<file path="src/rtl/t2b_decoder_n_if.sv">
// Bus bundle for the transition-to-binary decoder: race-logic lanes in,
// per-gamma binary times out.
interface t2b_decoder_n_if #(
  parameter int unsigned NUM_INPUTS = 16,
  parameter int unsigned TIME_WIDTH = 4
);
  logic [NUM_INPUTS-1:0]            inputs;
  logic                             gamma_sync;
  logic [TIME_WIDTH-1:0]            phase;
  logic [NUM_INPUTS*TIME_WIDTH-1:0] time_out;
  logic [NUM_INPUTS-1:0]            spiked;
  logic                             out_valid;

  modport master (
    output inputs, gamma_sync,
    input  phase, time_out, spiked, out_valid
  );

  modport slave (
    input  inputs, gamma_sync,
    output phase, time_out, spiked, out_valid
  );
endinterface

</file>
<file path="src/rtl/t2b_decoder_n.sv">
// Converts N transition-coded lanes to binary: per gamma cycle, reports the
// phase at which each lane first went high, with a one-cycle valid strobe.
module t2b_decoder_n #(
  parameter int unsigned GAMMA_CYCLE_WIDTH = 16,
  parameter int unsigned NUM_INPUTS        = 16,
  parameter int unsigned TIME_WIDTH        = $clog2(GAMMA_CYCLE_WIDTH)
) (
  input  logic          aclk,
  input  logic          grst,
  t2b_decoder_n_if.slave bus
);

  localparam logic [TIME_WIDTH-1:0] LAST_PHASE = TIME_WIDTH'(GAMMA_CYCLE_WIDTH - 1);

  typedef logic [NUM_INPUTS-1:0][TIME_WIDTH-1:0] times_t;

  logic [TIME_WIDTH-1:0] phase_q;
  logic [NUM_INPUTS-1:0] cap_q;
  logic [NUM_INPUTS-1:0] cap_nxt_c;
  times_t                wt_q;
  times_t                wt_nxt_c;
  times_t                time_q;
  logic [NUM_INPUTS-1:0] spiked_q;
  logic                  out_valid_q;
  logic                  gamma_end_c;

  // First-high capture: only an uncaptured lane latches the current phase.
  always_comb begin
    cap_nxt_c = cap_q;
    wt_nxt_c  = wt_q;
    for (int unsigned i = 0; i < NUM_INPUTS; i++) begin
      if (bus.inputs[i] && !cap_q[i]) begin
        cap_nxt_c[i] = 1'b1;
        wt_nxt_c[i]  = phase_q;
      end
    end
  end

  assign gamma_end_c = (phase_q == LAST_PHASE) && !bus.gamma_sync;

  // gamma_sync wins over end-of-gamma; results load including this edge's captures.
  always_ff @(posedge aclk or posedge grst) begin
    if (grst) begin
      phase_q     <= '0;
      cap_q       <= '0;
      wt_q        <= '0;
      time_q      <= '0;
      spiked_q    <= '0;
      out_valid_q <= 1'b0;
    end else begin
      out_valid_q <= 1'b0;
      if (bus.gamma_sync) begin
        phase_q <= '0;
        cap_q   <= '0;
        wt_q    <= '0;
      end else if (gamma_end_c) begin
        time_q      <= wt_nxt_c;
        spiked_q    <= cap_nxt_c;
        out_valid_q <= 1'b1;
        phase_q     <= '0;
        cap_q       <= '0;
        wt_q        <= '0;
      end else begin
        phase_q <= phase_q + TIME_WIDTH'(1);
        cap_q   <= cap_nxt_c;
        wt_q    <= wt_nxt_c;
      end
    end
  end

  assign bus.phase     = phase_q;
  assign bus.time_out  = time_q;
  assign bus.spiked    = spiked_q;
  assign bus.out_valid = out_valid_q;

endmodule
</file>
<file path="src/flat_wrapper.sv">
// flat-port wrapper written by rule: the top's interface ports become plain ports
module t2b_decoder_n_flat 
#(
  parameter int unsigned GAMMA_CYCLE_WIDTH = 16,
  parameter int unsigned NUM_INPUTS        = 16,
  parameter int unsigned TIME_WIDTH        = $clog2(GAMMA_CYCLE_WIDTH)
)
  (aclk, grst, bus_inputs, bus_gamma_sync, bus_phase, bus_time_out, bus_spiked, bus_out_valid);
  t2b_decoder_n_if #(.NUM_INPUTS(NUM_INPUTS), .TIME_WIDTH(TIME_WIDTH)) bus_i ();
  input  logic aclk;
  input  logic grst;
  input wire logic [$bits(bus_i.inputs)-1:0] bus_inputs;
  input wire logic [$bits(bus_i.gamma_sync)-1:0] bus_gamma_sync;
  output wire logic [$bits(bus_i.phase)-1:0] bus_phase;
  output wire logic [$bits(bus_i.time_out)-1:0] bus_time_out;
  output wire logic [$bits(bus_i.spiked)-1:0] bus_spiked;
  output wire logic [$bits(bus_i.out_valid)-1:0] bus_out_valid;
  assign bus_i.inputs = bus_inputs;
  assign bus_i.gamma_sync = bus_gamma_sync;
  assign bus_phase = bus_i.phase;
  assign bus_time_out = bus_i.time_out;
  assign bus_spiked = bus_i.spiked;
  assign bus_out_valid = bus_i.out_valid;
  t2b_decoder_n #(.GAMMA_CYCLE_WIDTH(GAMMA_CYCLE_WIDTH), .NUM_INPUTS(NUM_INPUTS), .TIME_WIDTH(TIME_WIDTH)) u_core (.aclk(aclk), .grst(grst), .bus(bus_i));
endmodule
</file>
<file path="config.mk">
export PLATFORM = sky130hd
export DESIGN_NAME = t2b_decoder_n_flat
export DESIGN_NICKNAME = d
export VERILOG_FILES = /design/src/rtl/t2b_decoder_n_if.sv /design/src/rtl/t2b_decoder_n.sv /design/src/flat_wrapper.sv
export SDC_FILE = /design/constraint.sdc
export NUM_CORES = 1
export LEC_CHECK = 0
export BUFFER_PORTS_ARGS = -buffer_cell sky130_fd_sc_hd__buf_4
export CORE_MARGIN = 2
export CORE_UTILIZATION = 52
export CTS_BUF_LIST = sky130_fd_sc_hd__clkbuf_4
export DETAILED_ROUTE_END_ITERATION = 10
export GPL_TIMING_DRIVEN = 0
export PLACE_DENSITY = 0.73
export SYNTH_ARGS = -nofsm -noshare
export SYNTH_HDL_FRONTEND = slang
export SYNTH_SLANG_ARGS = --single-unit
</file>
<file path="constraint.sdc">
create_clock -name aclk -period 6 [get_ports aclk]
set_clock_uncertainty 0.15 [all_clocks]
set_input_delay 1.2 -clock aclk [delete_from_list [all_inputs] [get_ports aclk]]
set_output_delay 1.2 -clock aclk [all_outputs]
set_load 0.02 [all_outputs]
</file>
Word level (Yosys, flattened, before mapping)
Index checks and enable logic that the tools add are counted.
- register bits after elaboration: 165
- latch bits: 0
- bits in writable memories: 0
- ROM bits: 0
- input port bits: 19
- output and inout port bits: 85
- logic and storage cells: 114
- memories kept: 0
- $add $sub $neg: 1
- multipliers: 0
- divide/modulo/power cells: 0
- order comparisons: 0
- equal/unequal tests: 1
- shift-type cells: 0
- mux-type cells: 40
- bitwise logic cells: 1
- reductions and logical operators: 35
- operators with widths (kind ; number):
    $mux W64 ; 2
    $mux W4 ; 18
    $mux W16 ; 2
    $mux W1 ; 18
    $logic_and A1 B1 Y1 ; 17
    $logic_not A1 Y1 ; 17
    $add A4 B1 Y4 const B ; 1
    $eq A4 B4 Y1 const B ; 1
    $reduce_and A2 Y1 ; 1
    $not A1 Y1 ; 1

Longest topological paths before layout
- word-level depth: 5
- mapped depth: 6
- mapped depth without buffers: 4

Worst setup path before layout
No wires, ideal clock.
- kind: in2reg
- start: input port bus_gamma_sync
- end: register u_core.spiked_q[0], in the netlist u_core.bus.spiked[0]
- library setup time: 133 ps
- data arrival time: 1807 ps
- required time: 5717 ps
- setup slack: 3910 ps
- stages: 5
- buffers on the path: 2
- cells stage by stage: nand4b_4 > buf_6 > buf_6 > nand2_1 > o21ai_0
- word-level cells in the longest chain between the ends: 3
- elaborated cells on any way between the ends: 4
- those cells by class: bitwise (1); reduce/logical (3)
- ends and longest elaborated chain (what ; RTL line ; RTL):
    start, declared ; flat_wrapper.sv:13 ; input wire logic [$bits(bus_i.gamma_sync)-1:0] bus_gamma_sync;
    $logic_not A1 Y1 ; t2b_decoder_n.sv:39 ; assign gamma_end_c = (phase_q == LAST_PHASE) && !bus.gamma_sync;
    $logic_and A1 B1 Y1 ; t2b_decoder_n.sv:39 ;
    $reduce_and A2 Y1 (no source line) (*) ; - ;
    end signal, assigned ; t2b_decoder_n.sv:58 ; spiked_q <= cap_nxt_c;
    end, declared ; t2b_decoder_n.sv:23 ; logic [NUM_INPUTS-1:0] spiked_q;
Every way passes the cells marked *; elsewhere a longest branch is shown, timed or not.
A chain may end at the register's enable or synchronous reset.

Worst setup path after layout
- start: register u_core.phase_q[2], in the netlist u_core.bus.phase[2]
- end: output port bus_phase[2]
- RTL lines (what ; RTL line ; RTL):
    start, declared ; t2b_decoder_n.sv:17 ; logic [TIME_WIDTH-1:0] phase_q;
    start signal, assigned ; t2b_decoder_n.sv:64 ; phase_q <= phase_q + TIME_WIDTH'(1);
    end, declared ; flat_wrapper.sv:14 ; output wire logic [$bits(bus_i.phase)-1:0] bus_phase;
No word-level cell between the ends.

==> key figures <==
Status
  • Outcome: complete, no violations

Clocking
  • Clk root buf: clkbuf_4
  • H-tree Lvls: 4
  • Post-CTS Hold Fix Bufs: 0
  • Longest Clk Path Bufs: 2
  • Post-CTS Setup Bufs: 0
  • Post-CTS sizing: 0
  • TritonCTS clock tree: built
  • CTS Buf Count: 17
  • Clock transition at path regs: between 0.1 and 0.15 ns
  • Worst-Skew Late Latency: around 0.52 ns
  • CTS sink cnt: 165

Setup path
  • Slowest CP cell: dfrtp_1
  • Worst stage delay on the critical path: 0.48 ns
  • Crit path DAT: 1.18 ns
  • CP endpoint kind: output port
  • CP cell instances: buf_4
  • Largest delay share family, worst path: flip-flops
  • CP max FO: 3
  • CP bufs+invs: 1
  • Startpoint types: flip-flop
  • Crit path kind: reg -> out
  • CP required: ~4.7 ns

STA
  • Fin. Hold Viols: 0
  • RSZ-0062 raised after global routing: no
  • Max-slew headroom: 0.591
  • Max-slew violations: 0
  • Fin crit share: 0.422
  • Final setup vio count: 0
  • Worst slew pin tran: approximately 0.61 ns
  • Max Freq: 395 MHz
  • Final Critical Period: around 2.5 ns

Power
  • Pleak: 4.02 nW
  • Switching share of power: 0.242
  • Sequential share of power: 0.601
  • Pwr dens: between 200 and 250 nW/um^2
  • Sw power: approximately 0.00046 W
  • VDD IR-drop max: 0.124 mV
  • Final Power: 0.00190 W
  • Clk pwr share: 0.324
  • Internal power: between 0.001 and 0.0015 W
  • Comb pwr share: 0.075

GRT
  • Initial antenna violation count: 1
  • Largest net degree at the start of global routing: between 90 and 100
  • Gr usage total: 0.225
  • Vias in the first global route: between 4000 and 5000
  • First-pass GRT wire length: 22.3 mm
  • Grt ovf: 0

Routing
  • Initial drt markers: approximately 290
  • Final ANT Viol Nets: 0
  • WL per Instance: around 16 um
  • DR vias: 4376
  • Vias/cell: just over 5
  • Residual DRC: 0
  • Drt pass-1 iters: 4
  • Overall routed net length: approximately 14 mm

Yosys
  • Syn_nets: slightly below 600
  • Register bit total from synthesis: between 150 and 200
  • Synth unique cells: 19
  • Synth Warn #: 0
  • Avg Synthesized Cell Area: approximately 11 um^2
  • Area of the mapped netlist: approximately 6400 um^2
  • Register area share after synthesis: 0.648
  • Cells after synthesis: about 560

Floorplan
  • Die extent in y: approximately 110 um
  • Die width: ~110 um
  • Die area: between 10000 and 15000 um^2
  • Initial Utilization: 0.532
  • Row count: 40
  • IO Pins: between 100 and 150
  • Core area: roughly 12000 um^2

Layout
  • Nets@finish: 707
  • Area growth from synthesis to layout: 19.7%
  • Commonest non-fill, non-tap cell in the layout: dfrtp_1
  • Most frequent cells in the layout: 165 x dfrtp_1, 106 x buf_4, 99 x nor2_1
  • Share of cells above drive strength 1: 0.231
  • Final core utilization: 0.637
  • FF/Latch Area: 4130 um^2
  • Fillers: 1015
  • Multi-input logic area: roughly 1900 um^2

Flow run
  • Max Cap Viol: 0

Placement
  • Port Buf Inserts: roughly 100
  • GPL Wtd Cong: about 0.76
  • Hpwl dp: ~9.6 mm

Worst hold path
  • Worst Hold Class: reg -> reg
==> layer usage <==
layer  routed length, um  vias to the layer above  global-route usage
met1                6040                     2195               0.305
met4                 159                        0              0.0813
met3                 610                       10              0.0429
met5                   0                        -                   0
met2                6880                      104               0.368
li1                    -                     2067                   -
==> state kept, by name, summed over array words and instances (netlist names) <==
name	count
u_core.bus.phase	4
u_core.bus.time_out	64
u_core.bus.out_valid	1
u_core.wt_q	64
u_core.bus.spiked	16
u_core.cap_q	16
==> tightest hold or removal path, cell delays in order, from the launching register on <==
cell     delay [ns]
dfrtp_1        0.36
nand2_1        0.04
o21ai_0        0.06
==> path summary, 6_finish.rpt <==
check	from	end	slack (ns)	cells after the start
max reg2reg	u_core.bus.phase[0]	u_core.bus.time_out[43]	4.27	4
min in group asynchronous	grst	u_core.bus.time_out[0]	0.58	2
max in group asynchronous	grst	u_core.wt_q[26]	4.23	3
min	u_core.bus.time_out[30]	u_core.bus.time_out[30]	0.34	2
min reg2reg	u_core.bus.time_out[30]	u_core.bus.time_out[30]	0.34	2
max	u_core.bus.phase[2]	bus_phase[2]	3.47	1
==> synth_stat cells <==
cell / n / share of area
dfrtp_1: 165 / 0.65
clkbuf_2: 2 / 0.0016
buf_6: 18 / 0.032
buf_4: 3 / 0.0035
ha_1: 1 / 0.0020
nand2b_1: 16 / 0.016
xor2_1: 1 / 0.0014
clkbuf_1: 23 / 0.014
mux2i_1: 64 / 0.10
nand2_1: 80 / 0.047
xnor2_1: 1 / 0.0014
nor2_1: 99 / 0.058
buf_2: 4 / 0.0031
inv_1: 2 / 0.0012
nor2b_1: 2 / 0.0020
o21ai_1: 9 / 0.0071
o21ai_0: 71 / 0.056
nand4b_4: 1 / 0.0037
nand3_1: 2 / 0.0016
==> cell type report <==
cell class | instances | share of cell area
diodes | 1 | 0.000328
clock inverters | 10 | 0.0144
multi-input cells | 347 | 0.248
repair buffers | 104 | 0.105
inverters | 2 | 0.00164
flip-flops and latches | 165 | 0.542
well taps | 147 | 0.0241
clock buffers | 20 | 0.0197
plain buffers | 50 | 0.0448
==> power by group through the flow <==
stage	logic (W)	registers, W	clock network (W)
after floorplan	0.0000963	0.00116	0
after global placement	0.000138	0.00116	0
after detailed placement	0.000145	0.00116	0
after CTS	0.000146	0.00114	0.000624
after global routing	0.000158	0.00114	0.000676
final	0.000143	0.00114	0.000616
==> cells by family after synthesis <==
family | share of synthesized area
AOI/OAI and AO/OA | 0.0629
xor gates and xnor gates | 0.00275
adders and majority gates | 0.00196
buffers and inverters | 0.0548
DFF | 0.648
muxes | 0.101
and+or+nand+nor | 0.129
==> per-stage QoR <==
| step | setup slack [ns] | instance area [um^2] | setup TNS [ns] | std cells | hold WS, ns |
|---|---|---|---|---|---|
| final | 3.47 | 7620 | 0 | 846 | 0.343 |
| after global routing | 3.40 | 7620 | 0 | 846 | 0.375 |
| after CTS | 3.43 | 7620 | 0 | 845 | 0.347 |
| after detailed placement | 3.53 | 7360 | 0 | 815 | 0.322 |
| after global placement | -1.26 | 7320 | -206.39 | 814 | 0.314 |
| after floorplan | 0.188 | 6370 | 0 | 564 | 0.310 |
No activity file was read; power rests on OpenSTA's default activity.
